==> config.mk <==
export PLATFORM = sky130hd
export DESIGN_NAME = mac_lookup_arbiter
export DESIGN_NICKNAME = d
export VERILOG_FILES = /design/src/rtl/ethernet_bus_pkg.sv /design/src/rtl/lookup_tag_fifo.sv /design/src/rtl/mac_lookup_arbiter.sv
export SDC_FILE = /design/constraint.sdc
export NUM_CORES = 1
export LEC_CHECK = 0
export CAP_MARGIN = 10
export CORE_AREA = 2 2 231 233
export DETAILED_ROUTE_END_ITERATION = 8
export DIE_AREA = 0 0 233 235
export REMOVE_ABC_BUFFERS = 1
export SYNTH_ARGS = -nofsm -noshare
export SYNTH_HDL_FRONTEND = slang
export SYNTH_SLANG_ARGS = --single-unit
export TNS_END_PERCENT = 50
==> constraint.sdc <==
create_clock -name clk_fabric -period 10.7 [get_ports clk_fabric]
set_input_delay 2.14 -clock clk_fabric [delete_from_list [all_inputs] [get_ports clk_fabric]]
set_output_delay 2.14 -clock clk_fabric [all_outputs]
set_load 0.03 [all_outputs]
==> src/rtl/ethernet_bus_pkg.sv <==
// Shared Ethernet lookup types: VLAN, MAC address, port and the lookup request
// record handed from a requester to the MAC address table.
package ethernet_bus_pkg;

  localparam int unsigned VLAN_W = 12;
  localparam int unsigned MAC_W  = 48;
  localparam int unsigned PORT_W = 6;

  typedef logic [VLAN_W-1:0] vlan_t;
  typedef logic [MAC_W-1:0]  macaddr_t;
  typedef logic [PORT_W-1:0] port_t;

  typedef struct packed {
    vlan_t    vlan;
    macaddr_t src_mac;
    port_t    src_port;
    macaddr_t dst_mac;
  } mac_lookup_req_t;

  // Index width for n entries; never narrower than one bit.
  function automatic int unsigned idx_width(input int unsigned n);
    return (n > 32'd1) ? $clog2(n) : 32'd1;
  endfunction

endpackage

==> src/rtl/lookup_tag_fifo.sv <==
// In-order tag FIFO for lookups in flight. The owner guarantees it never pushes
// when full or pops when empty, so the FIFO keeps only its two pointers.
module lookup_tag_fifo
  import ethernet_bus_pkg::*;
#(
  parameter int unsigned DEPTH = 4,
  parameter int unsigned WIDTH = 2
) (
  input  logic             clk_fabric,
  input  logic             rst,
  input  logic             push,
  input  logic [WIDTH-1:0] push_data,
  input  logic             pop,
  output logic [WIDTH-1:0] pop_data
);

  localparam int unsigned PTR_W = idx_width(DEPTH);

  logic [WIDTH-1:0] mem_r [DEPTH];
  logic [PTR_W-1:0] wr_ptr_r;
  logic [PTR_W-1:0] rd_ptr_r;

  // Advance a pointer, wrapping at DEPTH without skipping a slot.
  function automatic logic [PTR_W-1:0] ptr_inc(input logic [PTR_W-1:0] p);
    if (p == PTR_W'(DEPTH - 1)) begin
      return '0;
    end else begin
      return p + PTR_W'(1);
    end
  endfunction

  // Write side: store the tag and advance the write pointer.
  always_ff @(posedge clk_fabric) begin
    if (rst) begin
      wr_ptr_r <= '0;
      for (int k = 0; k < DEPTH; k++) begin
        mem_r[k] <= '0;
      end
    end else if (push) begin
      wr_ptr_r        <= ptr_inc(wr_ptr_r);
      mem_r[wr_ptr_r] <= push_data;
    end else begin
      wr_ptr_r <= wr_ptr_r;
    end
  end

  // Read side: advance past the oldest tag once its result is consumed.
  always_ff @(posedge clk_fabric) begin
    if (rst) begin
      rd_ptr_r <= '0;
    end else if (pop) begin
      rd_ptr_r <= ptr_inc(rd_ptr_r);
    end else begin
      rd_ptr_r <= rd_ptr_r;
    end
  end

  assign pop_data = mem_r[rd_ptr_r];

endmodule

==> src/rtl/mac_lookup_arbiter.sv <==
// Round-robin arbiter that funnels per-requester MAC lookups into a single MAC
// table port, bounds the lookups in flight, and routes the in-order results
// back to the requester that issued each lookup.
module mac_lookup_arbiter
  import ethernet_bus_pkg::*;
#(
  parameter int unsigned NUM_REQ         = 4,
  parameter int unsigned MAX_OUTSTANDING = 4
) (
  input  logic                      clk_fabric,
  input  logic                      rst,
  input  logic [NUM_REQ-1:0]        req_valid,
  output logic [NUM_REQ-1:0]        req_ready,
  input  logic [NUM_REQ-1:0][11:0]  req_src_vlan,
  input  logic [NUM_REQ-1:0][47:0]  req_src_mac,
  input  logic [NUM_REQ-1:0][47:0]  req_dst_mac,
  input  logic [NUM_REQ-1:0][5:0]   req_src_port,
  output logic [NUM_REQ-1:0]        resp_valid,
  output logic                      resp_hit,
  output logic [5:0]                resp_dst_port,
  output logic                      tbl_lookup_en,
  output logic [11:0]               tbl_lookup_src_vlan,
  output logic [47:0]               tbl_lookup_src_mac,
  output logic [47:0]               tbl_lookup_dst_mac,
  output logic [5:0]                tbl_lookup_src_port,
  input  logic                      tbl_lookup_done,
  input  logic                      tbl_lookup_hit,
  input  logic [5:0]                tbl_lookup_dst_port,
  output logic                      err_spurious_done
);

  localparam int unsigned IDX_W = idx_width(NUM_REQ);
  localparam int unsigned CNT_W = $clog2(MAX_OUTSTANDING + 1);

  logic [IDX_W-1:0]   rr_ptr_r;
  logic [CNT_W-1:0]   outstanding_r;
  logic               slot_free_s;
  logic               grant_found_s;
  logic [IDX_W-1:0]   grant_idx_s;
  int                 cand_s;
  logic [IDX_W-1:0]   cand_idx_s;
  logic               transfer_s;
  logic               done_ok_s;
  logic [IDX_W-1:0]   tag_s;
  mac_lookup_req_t    grant_req_s;
  mac_lookup_req_t    tbl_req_r;
  logic               tbl_en_r;
  logic [NUM_REQ-1:0] resp_valid_r;
  logic               resp_hit_r;
  port_t              resp_port_r;
  logic               err_r;

  // Round-robin search from the pointer; a slot must already be free, so a
  // result arriving this cycle only opens a slot from the next cycle on.
  always_comb begin
    grant_found_s = 1'b0;
    grant_idx_s   = '0;
    cand_s        = 0;
    cand_idx_s    = '0;
    slot_free_s   = (outstanding_r < CNT_W'(MAX_OUTSTANDING)) && !rst;
    for (int k = 0; k < NUM_REQ; k++) begin
      cand_s = int'(rr_ptr_r) + k;
      if (cand_s >= int'(NUM_REQ)) begin
        cand_s = cand_s - int'(NUM_REQ);
      end else begin
        cand_s = cand_s;
      end
      cand_idx_s = cand_s[IDX_W-1:0];
      if (slot_free_s && !grant_found_s && req_valid[cand_idx_s]) begin
        grant_found_s = 1'b1;
        grant_idx_s   = cand_idx_s;
      end else begin
        grant_found_s = grant_found_s;
        grant_idx_s   = grant_idx_s;
      end
    end
  end

  // One-hot ready for the single winner of this cycle.
  always_comb begin
    req_ready = '0;
    if (grant_found_s) begin
      req_ready[grant_idx_s] = 1'b1;
    end else begin
      req_ready = '0;
    end
  end

  // Gather the winner's request fields for the table.
  always_comb begin
    grant_req_s.vlan     = req_src_vlan[grant_idx_s];
    grant_req_s.src_mac  = req_src_mac[grant_idx_s];
    grant_req_s.src_port = req_src_port[grant_idx_s];
    grant_req_s.dst_mac  = req_dst_mac[grant_idx_s];
  end

  assign transfer_s = |(req_valid & req_ready);
  // A result with nothing in flight is ignored apart from the error flag.
  assign done_ok_s  = tbl_lookup_done && (outstanding_r != '0);

  // Round-robin pointer: next search starts just after the last winner.
  always_ff @(posedge clk_fabric) begin
    if (rst) begin
      rr_ptr_r <= '0;
    end else if (transfer_s) begin
      if (grant_idx_s == IDX_W'(NUM_REQ - 1)) begin
        rr_ptr_r <= '0;
      end else begin
        rr_ptr_r <= grant_idx_s + IDX_W'(1);
      end
    end else begin
      rr_ptr_r <= rr_ptr_r;
    end
  end

  // Lookups in flight: counted at grant so back-to-back grants cannot overrun.
  always_ff @(posedge clk_fabric) begin
    if (rst) begin
      outstanding_r <= '0;
    end else begin
      case ({transfer_s, done_ok_s})
        2'b10:   outstanding_r <= outstanding_r + CNT_W'(1);
        2'b01:   outstanding_r <= outstanding_r - CNT_W'(1);
        default: outstanding_r <= outstanding_r;
      endcase
    end
  end

  lookup_tag_fifo #(
    .DEPTH (MAX_OUTSTANDING),
    .WIDTH (IDX_W)
  ) u_tag_fifo (
    .clk_fabric (clk_fabric),
    .rst        (rst),
    .push       (transfer_s),
    .push_data  (grant_idx_s),
    .pop        (done_ok_s),
    .pop_data   (tag_s)
  );

  // Table request: single-cycle strobe with the registered winner fields.
  always_ff @(posedge clk_fabric) begin
    if (rst) begin
      tbl_en_r  <= 1'b0;
      tbl_req_r <= '0;
    end else if (transfer_s) begin
      tbl_en_r  <= 1'b1;
      tbl_req_r <= grant_req_s;
    end else begin
      tbl_en_r  <= 1'b0;
      tbl_req_r <= '0;
    end
  end

  // Result routing: strobe the requester that owns the oldest tag.
  always_ff @(posedge clk_fabric) begin
    if (rst) begin
      resp_valid_r <= '0;
      resp_hit_r   <= 1'b0;
      resp_port_r  <= '0;
    end else if (done_ok_s) begin
      resp_valid_r <= NUM_REQ'(1'b1) << tag_s;
      resp_hit_r   <= tbl_lookup_hit;
      resp_port_r  <= tbl_lookup_dst_port;
    end else begin
      resp_valid_r <= '0;
      resp_hit_r   <= 1'b0;
      resp_port_r  <= '0;
    end
  end

  // Sticky spurious-result flag, cleared only by reset.
  always_ff @(posedge clk_fabric) begin
    if (rst) begin
      err_r <= 1'b0;
    end else if (tbl_lookup_done && (outstanding_r == '0)) begin
      err_r <= 1'b1;
    end else begin
      err_r <= err_r;
    end
  end

  assign tbl_lookup_en       = tbl_en_r;
  assign tbl_lookup_src_vlan = tbl_req_r.vlan;
  assign tbl_lookup_src_mac  = tbl_req_r.src_mac;
  assign tbl_lookup_dst_mac  = tbl_req_r.dst_mac;
  assign tbl_lookup_src_port = tbl_req_r.src_port;
  assign resp_valid          = resp_valid_r;
  assign resp_hit            = resp_hit_r;
  assign resp_dst_port       = resp_port_r;
  assign err_spurious_done   = err_r;

endmodule

After elaboration in Yosys (flattened, before gate mapping)

Memory sizes are Yosys's and may differ from the RTL's. A register that Yosys moved wholly into a read port is not among the register bits.
Cells that the tools add are included.

Add/sub/neg operators: 12
Order comparisons: 11
Equal/unequal tests: 5
Shift-type cells: 1
Multiplexer cells: 45
Bitwise gates (word level): 3
Reductions and logical operators: 22

Operators with widths:

| kind                                                                  | count |
|---|---|
| 48-bit binary-select mux with 2-bit select                            | 2 |
| 48-bit 2-to-1 mux                                                     | 2 |
| 2-bit 2-to-1 mux                                                      | 15 |
| 12-bit binary-select mux with 2-bit select                            | 1 |
| 2-bit by 3-bit < comparator with 1-bit output (second input constant) | 5 |
| 1-bit 2-to-1 mux                                                      | 15 |
| 6-bit binary-select mux with 2-bit select                             | 1 |
| 12-bit 2-to-1 mux                                                     | 1 |
| 1-bit logical AND                                                     | 11 |
| 3-bit >= comparator (second input constant)                           | 3 |
| 1-bit binary-select mux with 2-bit select                             | 4 |
| 2-bit equality test (second input constant)                           | 4 |
| 2-bit by 1-bit subtractor with 2-bit output (second input constant)   | 4 |
| 2-bit by 1-bit adder with 2-bit output (second input constant)        | 3 |
| 2-bit by 2-bit adder with 3-bit output (second input constant)        | 2 |
| 6-bit 2-to-1 mux                                                      | 1 |
| 3-bit case mux with 2 select lines                                    | 1 |
| 2-bit OR reduction                                                    | 3 |
| 4-bit AND                                                             | 1 |
| 1-bit logical NOT                                                     | 4 |
| 4-bit 2-to-1 mux                                                      | 1 |
| 4-bit OR reduction                                                    | 1 |
| 1-bit by 2-bit << shifter with 4-bit output (first input constant)    | 1 |
| 2-bit by 1-bit adder with 3-bit output (second input constant)        | 1 |
| 11 further kinds                                                      | 12 |

Flip-flop bits (word level): 136
RAM bits: 8
Bits of input ports: 470
Output and inout bits: 131
Logic and storage cells: 113
Memories: 1

Memories:

| name             | depth | bits a word | rd ports | clocked after memory_dff | wr ports | RTL line              | source |
|---|---|---|---|---|---|---|---|
| u_tag_fifo.mem_r | 4     | 2           | 1        | 1                        | 4        | lookup_tag_fifo.sv:19 | `logic [WIDTH-1:0] mem_r [DEPTH];` |

Logic depth before layout (Yosys ltp)

Depth in word-level cells: 30
Gate-level depth with buffers: 19
Depth with buffers taken out: 15

Hierarchy

A second synthesis with hierarchy kept.

Cell total of the unflattened synthesis: 532
Area, all modules: 7375.8 sq um

By module, submodules not included:

| module             | instances | cells an instance | area each (sq um) | seq. area each (sq um) |
|---|---|---|---|---|
| mac_lookup_arbiter | 1         | 484               | 6769.0            | 2642.5 |
| lookup_tag_fifo    | 1         | 48                | 606.8             | 360.3 |

Worst setup path after synthesis

Ideal clock, no wire load.

Kind: input-to-output
From: in req_valid[3]
To: out req_ready[0]
Arrival: 3792 ps
Data required time: 8560 ps
Path slack: 4768 ps
Cell stages on the path: 8
Buffers on the path: 2
Cells stage by stage: and3b_1 or3b_4 or2_1 and2_1 buf_6 nand2_2 clkbuf_1 nor2_1

Word-level cells in the longest chain between the ends: 21
Elaborated cells on any way between the ends: 32
Classes of those cells: order compare: 2; mux: 19; reduce/logical: 11

RTL lines:

| item                                                                                                                                         | RTL line                 | source |
|---|---|---|
| from (decl)                                                                                                                                  | mac_lookup_arbiter.sv:12 | `input logic [NUM_REQ-1:0] req_valid,` |
| 1-bit binary-select mux with 2-bit select                                                                                                    | mac_lookup_arbiter.sv:69 | `if (slot_free_s && !grant_found_s && req_valid[cand_idx_s]) begin` |
| 1-bit 2-to-1 mux (not written as such)                                                                                                       | mac_lookup_arbiter.sv:69 |  |
| 1-bit logical AND                                                                                                                            | mac_lookup_arbiter.sv:69 |  |
| 1-bit 2-to-1 mux                                                                                                                             | mac_lookup_arbiter.sv:69 |  |
| 1-bit logical NOT                                                                                                                            | mac_lookup_arbiter.sv:69 |  |
| 1-bit logical AND (2 in series)                                                                                                              | mac_lookup_arbiter.sv:69 |  |
| 1-bit 2-to-1 mux                                                                                                                             | mac_lookup_arbiter.sv:69 |  |
| 1-bit logical NOT                                                                                                                            | mac_lookup_arbiter.sv:69 |  |
| [... 3 more ...]                                                                                                                             | n/a                      |  |
| 1-bit logical NOT                                                                                                                            | mac_lookup_arbiter.sv:69 |  |
| 1-bit logical AND (2 in series)                                                                                                              | mac_lookup_arbiter.sv:69 |  |
| 2-bit 2-to-1 mux                                                                                                                             | mac_lookup_arbiter.sv:69 |  |
| 2-bit by 3-bit < comparator with 1-bit output (not written as such) / 2-bit by 1-bit >= comparator with 1-bit output (equally long branches) | mac_lookup_arbiter.sv:83 | `req_ready[grant_idx_s] = 1'b1;` |
| 1-bit logical AND (not written as such)                                                                                                      | mac_lookup_arbiter.sv:83 |  |
| 1-bit 2-to-1 mux (not written as such)                                                                                                       | mac_lookup_arbiter.sv:83 |  |
| 1-bit demux with 2-bit select                                                                                                                | mac_lookup_arbiter.sv:83 |  |
| 4-bit 2-to-1 mux *                                                                                                                           | mac_lookup_arbiter.sv:82 | `if (grant_found_s) begin` |
| to (decl)                                                                                                                                    | mac_lookup_arbiter.sv:13 | `output logic [NUM_REQ-1:0] req_ready,` |

Every way passes the cells marked *; elsewhere a longest branch is shown, timed or not. The select of a mux whose other input is x is not followed.

Final worst setup path

From: in rst
To: out req_ready[0]

Word-level cells in the longest chain between the ends: 21
Elaborated cells on any way between the ends: 26
Classes of those cells: order compare: 2; mux: 11; reduce/logical: 13

RTL lines:

| item                                                                                                                                         | RTL line                 | source |
|---|---|---|
| from (decl)                                                                                                                                  | mac_lookup_arbiter.sv:11 | `input logic rst,` |
| 1-bit logical NOT *                                                                                                                          | mac_lookup_arbiter.sv:60 | `slot_free_s = (outstanding_r < CNT_W'(MAX_OUTSTANDING)) && !rst;` |
| 1-bit logical AND *                                                                                                                          | mac_lookup_arbiter.sv:60 |  |
| 1-bit logical AND                                                                                                                            | mac_lookup_arbiter.sv:69 |  |
| 1-bit 2-to-1 mux                                                                                                                             | mac_lookup_arbiter.sv:69 |  |
| 1-bit logical NOT                                                                                                                            | mac_lookup_arbiter.sv:69 |  |
| 1-bit logical AND (2 in series)                                                                                                              | mac_lookup_arbiter.sv:69 |  |
| 1-bit 2-to-1 mux                                                                                                                             | mac_lookup_arbiter.sv:69 |  |
| 1-bit logical NOT                                                                                                                            | mac_lookup_arbiter.sv:69 |  |
| [... 3 more ...]                                                                                                                             | n/a                      |  |
| 1-bit logical NOT                                                                                                                            | mac_lookup_arbiter.sv:69 |  |
| 1-bit logical AND (2 in series)                                                                                                              | mac_lookup_arbiter.sv:69 |  |
| 2-bit 2-to-1 mux                                                                                                                             | mac_lookup_arbiter.sv:69 |  |
| 2-bit by 3-bit < comparator with 1-bit output (not written as such) / 2-bit by 1-bit >= comparator with 1-bit output (equally long branches) | mac_lookup_arbiter.sv:83 |  |
| 1-bit logical AND (not written as such)                                                                                                      | mac_lookup_arbiter.sv:83 |  |
| 1-bit 2-to-1 mux (not written as such)                                                                                                       | mac_lookup_arbiter.sv:83 |  |
| 1-bit demux with 2-bit select                                                                                                                | mac_lookup_arbiter.sv:83 |  |
| 4-bit 2-to-1 mux *                                                                                                                           | mac_lookup_arbiter.sv:82 |  |

Every way passes the cells marked *; elsewhere a longest branch is shown, timed or not.

==> results by group <==
STA
  – Worst rel slew slack: 32.95%
  – Count of final hold-check violations: 0
  – Setup tns final: 0 ns
  – Final worst setup slack: 3.231 ns
  – Max-slew violations: 0
  – Fmax: 0.1339 GHz
  – Skew final: 0.01048 ns
  – Part of the cycle the worst path needs: 69.80%
  – Unrepaired setup endpoints after global routing: no
  – Endpoints failing setup: 0
  – Worst slew pin tran: 1.006 ns
  – Tmin final: 7.469 ns

Global routing
  – Largest net degree at the start of global routing: 131
  – Vias in the first global route: 8,613
  – GRT Util Overall: 12.25%
  – First-pass GRT wire length: 49,850 um
  – Initial antenna violation count: 0
  – GRT overflow: 0

Logic synthesis
  – Synth Warn #: 0
  – Netlist Area Pre-Place: 7048 sq um
  – Yosys top cell by area: dfxtp_1
  – Dominant cells by area after synthesis: dfxtp_1, mux2i_1, o211ai_1, nand3_1, nand2_1
  – Post-synthesis cell count: 781
  – Number of synthesized flops with an enable pin: 8
  – Seq/Total Area, Yosys: 42.61%
  – Synth cell count leaders: dfxtp_1, nand2_1, mux2i_1, nand3_1, o211ai_1
  – Synth Flop Type: dfxtp_1
  – Synth Register Bits: 146
  – Most frequent cell after synthesis: dfxtp_1
  – Avg Cell Area, Syn: 9.024 sq um
  – Async SR Flop Fraction: 0%
  – Top-area cell type share of the netlist area: 39.20%
  – Unique masters post-synth: 45

Worst setup path
  – Worst setup EP type: output port
  – Largest fanout on the critical path: 16
  – Delay-heaviest family, CP: buffers and inverters
  – WP data arrival: 5.33 ns
  – CP cell instances: clkdlybuf4s50_1 -> or2_2 -> o21a_1 -> or2_1 -> and2_1 -> nand2_4 -> nor2_1 -> clkdlybuf4s50_1
  – Max incr delay on CP: 0.83 ns
  – WP buf/inv: 2
  – CP max-delay cell: clkdlybuf4s50_1
  – Critical path class: in2out
  – Worst path required time: 8.56 ns
  – Worst setup SP type: primary input
  – Most frequent CP cell: clkdlybuf4s50_1
  – Reg2Reg Setup Slack: 6.48 ns

Routing
  – Pre-antenna DRT Iters: 5
  – Final ANT Viol Nets: 0
  – Met3 wire length: 3112 um
  – Max Used Layer: met4
  – Drt wl/cell: 16.91 um
  – Vias/cell: 4.004
  – Residual DRC: 0
  – Final WL: 34,550 um
  – Met1 wire length: 13,110 um
  – Detailed Route Iter0 Violations: 285
  – Via count: 8,184
  – Metal2 WL: 17,540 um

Clock tree
  – Clk_lat worst skew: 0.47 ns
  – # Post-CTS Setup Buffers: 0
  – H-tree levels: 4
  – Worst-path clk slew: 0.07 ns
  – Num CTS Buffers: 17
  – Cts hold-fix bufs: 0
  – TritonCTS clock tree: done
  – Clk sinks: 146
  – Post-cts resize count: 0
  – Clk root buf: clkbuf_16
  – CTS max path bufs: 2

Final layout
  – Number of nets in the layout: 1,817
  – Area delta synth->final: 102.8%
  – Fin area: 14,290 sq um
  – Sequential Area: 3003 sq um
  – Final core utilization: 27.36%
  – Filler Cell Count: 5,546
  – Layout cell share with drive strength beyond 1: 3.838%
  – Area of the multi-input gates: 3709 sq um

Floorplanning
  – Die width: 233 um
  – I/O Pins: 601
  – Core ar.: 52,240 sq um
  – Starting density of the core: 13.49%
  – Row count: 84
  – Die area: 54,760 sq um
  – DIE HEIGHT: 235 um

Hold path
  – Hold Path Class: reg2reg

Place
  – Setup slack at placement: 3.247 ns
  – GP Congestion: 0.9003
  – PortBufs: 600
  – Detail Placement HPWL: 27,620 um
  – Area after DPL: 13,700 sq um

Power and ir drop
  – Pwr/cell area: 231.5 nW/um^2
  – Pleak: 4.942 nW
  – Worst IR Drop VDD: 111.7 uV
  – Total Power: 3.308 mW

Outcome
  – Outcome: complete, no violations

Run
  – Maxcap violations: 0
## cells by family (layout without fill, tap and decap cells)
group / Yosys count / count (layout) / synth area share, %
AND/OR/NAND/NOR: 286 / 286 / 18.53
flip-flops: 146 / 146 / 42.61
AO/OA/AOI/OAI: 142 / 142 / 14.73
multiplexers: 121 / 121 / 17.77
buffers and inverters: 78 / 652 / 4.989
adder cells (fa/ha/maj): 5 / 5 / 0.9942
XOR/XNOR: 3 / 3 / 0.3729
other: 0 / 1 / 0
## worst paths after layout
check | depth (start not counted) | endpoint | from
setup / recovery | 8 | req_ready[0] | rst
hold / removal | 2 | err_spurious_done | err_spurious_done
setup reg to reg | 14 | outstanding_r[2] | rr_ptr_r[0]
hold reg to reg | 2 | err_spurious_done | err_spurious_done
## sequential cells by signal (all words and copies together), names as in the netlist, 2 cells and up, named ones only
name	cells
u_tag_fifo.mem_r	8
outstanding_r	3
u_tag_fifo.wr_ptr_r	2
resp_valid	4
tbl_lookup_src_port	6
tbl_lookup_src_vlan	12
rr_ptr_r	2
resp_dst_port	6
u_tag_fifo.rd_ptr_r	2
tbl_lookup_dst_mac	48
tbl_lookup_src_mac	48
## worst register-to-register path, stage by stage (launching register included)
cell,delay [ns]
dfxtp_1,0.50
xnor2_1,0.17
mux2_2,0.35
a211o_1,0.25
and2_4,0.32
ha_1,0.30
and2_1,0.20
o41ai_1,0.32
o22a_1,0.46
ha_1,0.26
inv_1,0.06
fa_1,0.37
xor2_1,0.16
or3_1,0.30
a21oi_1,0.14
## cells in the final DEF (no fill, tap or decap), types with 2 or more instances in the layout
cell type	instances
a211oi_1	2
a21oi_1	8
and2_1	10
and3_1	2
buf_4	8
clkbuf_16	18
clkdlybuf4s50_1	600
clkinv_4	3
clkinvlp_4	2
dfxtp_1	138
edfxtp_1	8
ha_1	4
inv_1	11
inv_6	3
mux2_4	3
mux2i_1	115
mux4_2	2
nand2_1	120
nand2b_1	3
nand3_1	115
nor2_1	17
nor2b_1	3
nor3_1	5
nor3b_1	2
o211ai_1	114
o21ai_0	9
xor2_1	2
## area by class of cell
class / count / share of cell area [%]
repair buffers: 609 / 42.59
well taps: 688 / 6.024
flip-flops and latches: 146 / 21.01
clock buffers: 20 / 3.275
clock inverters: 12 / 0.8406
diodes: 1 / 0.01751
inverters: 11 / 0.2889
multi-input cells: 557 / 25.95
## layer usage
layer | up-vias | global-route usage [%]
met1 | 3777 | 13.01
li1 | 3955 | -
met5 | - | 0
met4 | 0 | 4.459
met3 | 45 | 4.624
met2 | 407 | 21.86
## through the flow
stage               std cells  hold WS (ns)
finish                   2044        0.4779
global route             2043        0.5341
CTS                      2043        0.4788
detailed placement       2011        0.4589
global placement         2011        0.4709
floorplan                 714        0.4737
## power breakdown
part	leakage [nW]	switching [mW]	internal, mW	total (mW)
registers	1.23	0.0858	0.788	0.874
clock network	0.285	0.269	0.344	0.613
logic	3.43	1.05	0.776	1.82
(Power assumes the default switching activity.)
